$ cat config.mk
export PLATFORM = sky130hd
export DESIGN_NAME = es_hilo_div
export DESIGN_NICKNAME = d
export VERILOG_FILES = /design/src/rtl/es_hilo_div.sv
export SDC_FILE = /design/constraint.sdc
export NUM_CORES = 1
export LEC_CHECK = 0
export ABC_AREA = 1
export BUFFER_PORTS_ARGS = -buffer_cell sky130_fd_sc_hd__clkbuf_2
export CAP_MARGIN = 10
export CORE_ASPECT_RATIO = 0.7
export CORE_UTILIZATION = 52
export CTS_CLUSTER_SIZE = 40
export DETAILED_ROUTE_END_ITERATION = 10
export PLACE_DENSITY = 0.89
export SYNTH_ARGS = -nofsm -noshare
export SYNTH_HDL_FRONTEND = slang
export SYNTH_SLANG_ARGS = --single-unit
$ cat constraint.sdc
create_clock -name clk -period 3.14 [get_ports clk]
set_input_delay 0.157 -clock clk [delete_from_list [all_inputs] [get_ports clk]]
set_output_delay 0.157 -clock clk [all_outputs]
set_load 0.01 [all_outputs]
$ cat src/rtl/es_hilo_div.sv
// es_hilo_div: execute-stage HI/LO unit with a restoring divider.
// Owns HI/LO and stalls EX via ready_go while a divide is in flight.
module es_hilo_div #(
    parameter int DIV_ITER = 32
) (
    input  logic        clk,
    input  logic        reset,
    input  logic        es_valid,
    input  logic        es_fire,
    input  logic [1:0]  div_sel,
    input  logic        mul_sel,
    input  logic        mthi,
    input  logic        mtlo,
    input  logic        mfhi,
    input  logic        mflo,
    input  logic [31:0] src1,
    input  logic [31:0] src2,
    input  logic [31:0] mul_hi,
    input  logic [31:0] mul_lo,
    output logic        ready_go,
    output logic [31:0] hilo_rdata,
    output logic [31:0] hi_q,
    output logic [31:0] lo_q
);

    localparam int CW = $clog2(DIV_ITER + 1);

    typedef enum logic [1:0] {
        S_IDLE,
        S_BUSY,
        S_DONE
    } state_e;

    state_e        state_q, state_d;
    logic [CW-1:0] cnt_q, cnt_d;
    logic [63:0]   acc_q, acc_d;
    logic [31:0]   dvsr_q, dvsr_d;
    logic          sgn_q, sgn_d;
    logic          neg1_q, neg1_d;
    logic          neg2_q, neg2_d;
    logic [31:0]   hi_d, lo_d;

    logic          div_req;
    logic          last_step;
    logic          wr_en;
    logic [63:0]   shl;
    logic [32:0]   diff;
    logic [63:0]   step;
    logic [31:0]   quo_fix, rem_fix;

    assign div_req   = es_valid & (|div_sel);
    assign last_step = (cnt_q == CW'(DIV_ITER - 1));

    // FSM state register
    always_ff @(posedge clk) begin
        if (reset) state_q <= S_IDLE;
        else       state_q <= state_d;
    end

    // FSM next state; losing the EX instruction always aborts
    always_comb begin
        state_d = state_q;
        unique case (state_q)
            S_IDLE:  if (div_req) state_d = S_BUSY;
            S_BUSY:  if (last_step) state_d = S_DONE;
            S_DONE:  if (es_fire) state_d = S_IDLE;
            default: state_d = S_IDLE;
        endcase
        if (!es_valid) state_d = S_IDLE;
    end

    // FSM outputs: stall, HI/LO commit selection, MFHI/MFLO read
    always_comb begin
        ready_go = ~div_req | (state_q == S_DONE);
        wr_en    = es_fire & ready_go;
        hi_d     = hi_q;
        lo_d     = lo_q;
        if (wr_en) begin
            if ((state_q == S_DONE) && div_req) begin
                hi_d = acc_q[63:32];
                lo_d = acc_q[31:0];
            end else if (mul_sel) begin
                hi_d = mul_hi;
                lo_d = mul_lo;
            end else if (mthi) begin
                hi_d = src1;
            end else if (mtlo) begin
                lo_d = src1;
            end
        end
        if (mfhi)      hilo_rdata = hi_q;
        else if (mflo) hilo_rdata = lo_q;
        else           hilo_rdata = 32'h0;
    end

    // One restoring step, plus the sign fix used on the final step
    always_comb begin
        shl     = {acc_q[62:0], 1'b0};
        diff    = {1'b0, shl[63:32]} - {1'b0, dvsr_q};
        step    = diff[32] ? shl : {diff[31:0], shl[31:1], 1'b1};
        quo_fix = (sgn_q & (neg1_q ^ neg2_q)) ? -step[31:0] : step[31:0];
        rem_fix = (sgn_q & neg1_q) ? -step[63:32] : step[63:32];
    end

    // Divider datapath next state: load magnitudes, iterate, hold
    always_comb begin
        acc_d  = acc_q;
        cnt_d  = cnt_q;
        dvsr_d = dvsr_q;
        sgn_d  = sgn_q;
        neg1_d = neg1_q;
        neg2_d = neg2_q;
        unique case (state_q)
            S_IDLE: begin
                if (div_req) begin
                    sgn_d  = div_sel[1];
                    neg1_d = div_sel[1] & src1[31];
                    neg2_d = div_sel[1] & src2[31];
                    acc_d  = {32'h0, (div_sel[1] & src1[31]) ? -src1 : src1};
                    dvsr_d = (div_sel[1] & src2[31]) ? -src2 : src2;
                    cnt_d  = '0;
                end
            end
            S_BUSY: begin
                acc_d = last_step ? {rem_fix, quo_fix} : step;
                cnt_d = cnt_q + CW'(1);
            end
            default: ;
        endcase
    end

    // Divider datapath registers
    always_ff @(posedge clk) begin
        if (reset) begin
            acc_q  <= '0;
            cnt_q  <= '0;
            dvsr_q <= '0;
            sgn_q  <= 1'b0;
            neg1_q <= 1'b0;
            neg2_q <= 1'b0;
        end else begin
            acc_q  <= acc_d;
            cnt_q  <= cnt_d;
            dvsr_q <= dvsr_d;
            sgn_q  <= sgn_d;
            neg1_q <= neg1_d;
            neg2_q <= neg2_d;
        end
    end

    // Architectural HI/LO registers
    always_ff @(posedge clk) begin
        if (reset) begin
            hi_q <= '0;
            lo_q <= '0;
        end else begin
            hi_q <= hi_d;
            lo_q <= lo_d;
        end
    end

endmodule
==> impl_metrics.csv <==
group,metric,value,unit
critical_path,critPathKind,"reg -> reg",
grt,grt_pass1_wl,87200,um
synthesis,synth_cells,2391,
place,gp_congestion,1.00,
power_and_ir_drop,p_sw,2390,uW
die,rows,49,
power_and_ir_drop,pwr_density_cell,376,mW/mm^2
synthesis,synth_edf_count,0,
grt,track_usage,0.408,
synthesis,yosys_register_bits,171,
synthesis,syn_avg_cell_area,5.78,um^2
layout,mostFrequentLayoutCells,"nand2_1, inv_1, clkbuf_2",
drt,drtIter0Drc,2303,
sta,maxSlewViolCount,0,
cts,cts_buffer_depth,2,
outcome,status,"finished, violations left",
die,die-area,0.0272,mm^2
power_and_ir_drop,p_comb_frac,0.294,
die,core,0.0259,mm^2
synthesis,synthDistinctLibCells,53,
grt,grt_pass1_vias,15900,
layout,final_common_cell,"nand2_1",
grt,grt_max_degree,99,
power_and_ir_drop,totalPowerFinal,6850,uW
critical_path,arrival,3680,ps
die,ios,236,
sta,fin_ws,-171,ps
critical_path,crit_required,3510,ps
cts,cts.clk_slew.worst_paths,70,ps
cts,cts_buffers,17,
cts,tritoncts,"yes",
power_and_ir_drop,pwr-share-seq,0.362,
sta,hold_viol_final,0,
power_and_ir_drop,p_clk_frac,0.344,
sta,min_period,3310,ps
drt,vias,18000,
synthesis,synth_area,0.0138,mm^2
power_and_ir_drop,max-vdd-ir-drop,0.325,mV
die,die_w,197,um
cts,root_buffer,"clkbuf_16",
grt,antenna_found_initial,2,
sta,fin_tns_setup,-900,ps
sta,rsz0062_at_grt,"yes",
sta,period_share,1.05,
drt,route.detailed.drc,0,
cts,clkLatencyLatePin,460,ps
synthesis,async_flop_share,0,
critical_path,cp-start-kind,"register",
drt,drt_first_pass_iters,7,
synthesis,ys.flop_type,"dfxtp_1",
layout,final_core_util,0.704,
sta,fin_skew,11.8,ps
drt,vias_per_cell,5.74,
cts,cts_sinks,171,
synthesis,syn_nets,2568,
place,portBuffers,235,
drt,drt-wirelength-per-cell,18.4,um
run,cap_violations,0,
critical_path,crit_path_end_kind,"register",
place,dp_slack,-316,ps
layout,num-fill-cells,2230,
power_and_ir_drop,p_int,4450,uW
power_and_ir_drop,leakage,0.00934,uW
place,dp_hpwl,42800,um
grt,grt_remaining_overflow,0,
layout,final_nets,2937,
cts,htreeDepth,4,
layout,drive_gt1_frac,0.256,
sta,slew-limit-headroom,0.203,
die,start_util,0.534,
drt,antenna_left,0,
synthesis,yosysWarningCount,0,
power_and_ir_drop,p_sw_frac,0.350,
sta,setup_violations,13,
layout,syn2layout_area_growth,31.8,%
outcome,failed_checks,"negative setup slack",
synthesis,synth-seq-area-share,0.248,
drt,drt_wl_total,57600,um
critical_path,crit_fanout,4,
hold_path,hold_class,"in -> reg",
die,dieHeight,138,um
sta,timing.fmax,302,MHz
sta,tightest_slew,1190,ps
cell usage after synthesis (2+ instances only):
library cell | number | share of area
clkbuf_1 | 97 | 0.026
o211ai_1 | 13 | 0.0071
a221oi_1 | 7 | 0.0044
o31ai_1 | 7 | 0.0038
nor3_2 | 3 | 0.0022
xnor2_1 | 14 | 0.0089
buf_6 | 2 | 0.0016
o22ai_1 | 2 | 0.00091
o21bai_1 | 5 | 0.0027
o221ai_1 | 3 | 0.0019
nor2_1 | 163 | 0.044
clkinv_1 | 2 | 0.00054
nand4_1 | 17 | 0.0077
inv_2 | 12 | 0.0033
nor2_4 | 4 | 0.0033
o21ai_1 | 13 | 0.0047
buf_4 | 2 | 0.0011
nor2_2 | 12 | 0.0054
nand2_1 | 823 | 0.22
a21oi_2 | 2 | 0.0013
nand3b_1 | 12 | 0.0065
or2_2 | 7 | 0.0032
xor2_1 | 35 | 0.022
o41ai_1 | 2 | 0.0013
a31oi_1 | 74 | 0.033
nand3_1 | 157 | 0.057
nand2_4 | 3 | 0.0024
nand2_2 | 26 | 0.012
or2_1 | 6 | 0.0027
dfxtp_1 | 171 | 0.25
buf_1 | 4 | 0.0011
nor3_1 | 20 | 0.0072
nor4_1 | 8 | 0.0036
o21ai_0 | 196 | 0.071
nand3_2 | 4 | 0.0029
buf_2 | 3 | 0.0011
ha_1 | 37 | 0.033
inv_1 | 258 | 0.070
a211oi_1 | 2 | 0.0011
a21oi_1 | 150 | 0.054
flip-flops by register name, indices dropped and copies added, names as in the netlist:
signal,count
sgn_q,1
neg1_q,1
dvsr_q,32
cnt_q,6
neg2_q,1
acc_q,64
state_q,2
lo_q,32
hi_q,32
kinds of logic (layout without fill, tap and decap cells):
family	after synthesis	in the layout	synth area share
AO/OA/AOI/OAI	482	482	0.193
other	0	1	0
flip-flops	171	171	0.248
adder cells (fa/ha/maj)	38	38	0.0349
AND/OR/NAND/NOR	1270	1270	0.387
XOR/XNOR	49	49	0.0310
buffers and inverters	381	762	0.106
final cells by class:
class	count	area (um^2)	share of cell area
antenna	1	2.50	0.000137
clock buffer	21	460	0.0253
clock inverter	10	165	0.00907
inverter	272	1030	0.0565
multi-input combinational	1839	9700	0.532
sequential	171	3440	0.189
tap	357	447	0.0245
timing repair buffer	459	2970	0.163
repair_timing:
| action | 4_1_cts | 5_1_grt |
|---|---|---|
| hold buffers | 2 | 0 |
| pin swaps | 25 | 31 |
| gates resized for setup | 47 | 97 |
| gates cloned | 0 | 2 |
| endpoints found under the setup margin | 31 | 34 |
| endpoints found under the hold margin | 3 | 0 |
| setup buffers | 22 | 11 |
worst paths after layout:
check	cells after the start	endpoint	slack, ps	start
hold reg to reg	2	dvsr_q[31]	470	dvsr_q[31]
setup reg to reg	26	acc_q[22]	-170	dvsr_q[18]
hold / removal	5	lo_q[26]	50	mul_lo[26]
setup / recovery	26	acc_q[22]	-170	dvsr_q[18]
per-stage QoR:
stage	hold slack, ps	area [um^2]	instances
6_report	46.9	18200	3130
2_1_floorplan	309	14100	2391
3_3_place_gp	449	16800	3067
4_1_cts	43.0	17800	3122
3_5_place_dp	449	16800	3067
5_1_grt	60.7	18200	3129
critical path: stages (launching register included):
cell and delay (ps):
dfxtp_2 320, inv_2 80, ha_4 210, nand2_2 90
inv_2 30, nand2_1 80, nand2_2 80, nand2_2 70
nand2_2 80, a21oi_4 230, nand2_4 100, clkinv_4 60
ha_4 130, nand3_4 90, nor2_4 160, nand3_4 100
nor3_4 140, nand2_1 100, nand2_2 120, nand2_2 90
nor2_4 120, nand2_4 70, buf_6 130, buf_6 110
a21oi_2 140, o21ai_2 80, a221oi_2 220
power groups by stage:
| stage | registers, uW | clock network [uW] | logic (uW) |
|---|---|---|---|
| detailed placement | 2510 | 0 | 1830 |
| global route | 2490 | 2440 | 2190 |
| floorplan | 2490 | 0 | 1060 |
| finish | 2480 | 2360 | 2020 |
| global placement | 2500 | 0 | 1800 |
| CTS | 2460 | 2340 | 1910 |
layer usage:
| metal | share of wire | track usage | up-vias |
|---|---|---|---|
| li1 | - | - | 8509 |
| met1 | 0.43 | 0.591 | 8035 |
| met2 | 0.40 | 0.583 | 1268 |
| met3 | 0.13 | 0.0927 | 164 |
| met4 | 0.036 | 0.152 | 2 |
| met5 | 0.00023 | 0 | - |
Note: power is estimated with default switching activity, not from simulation.
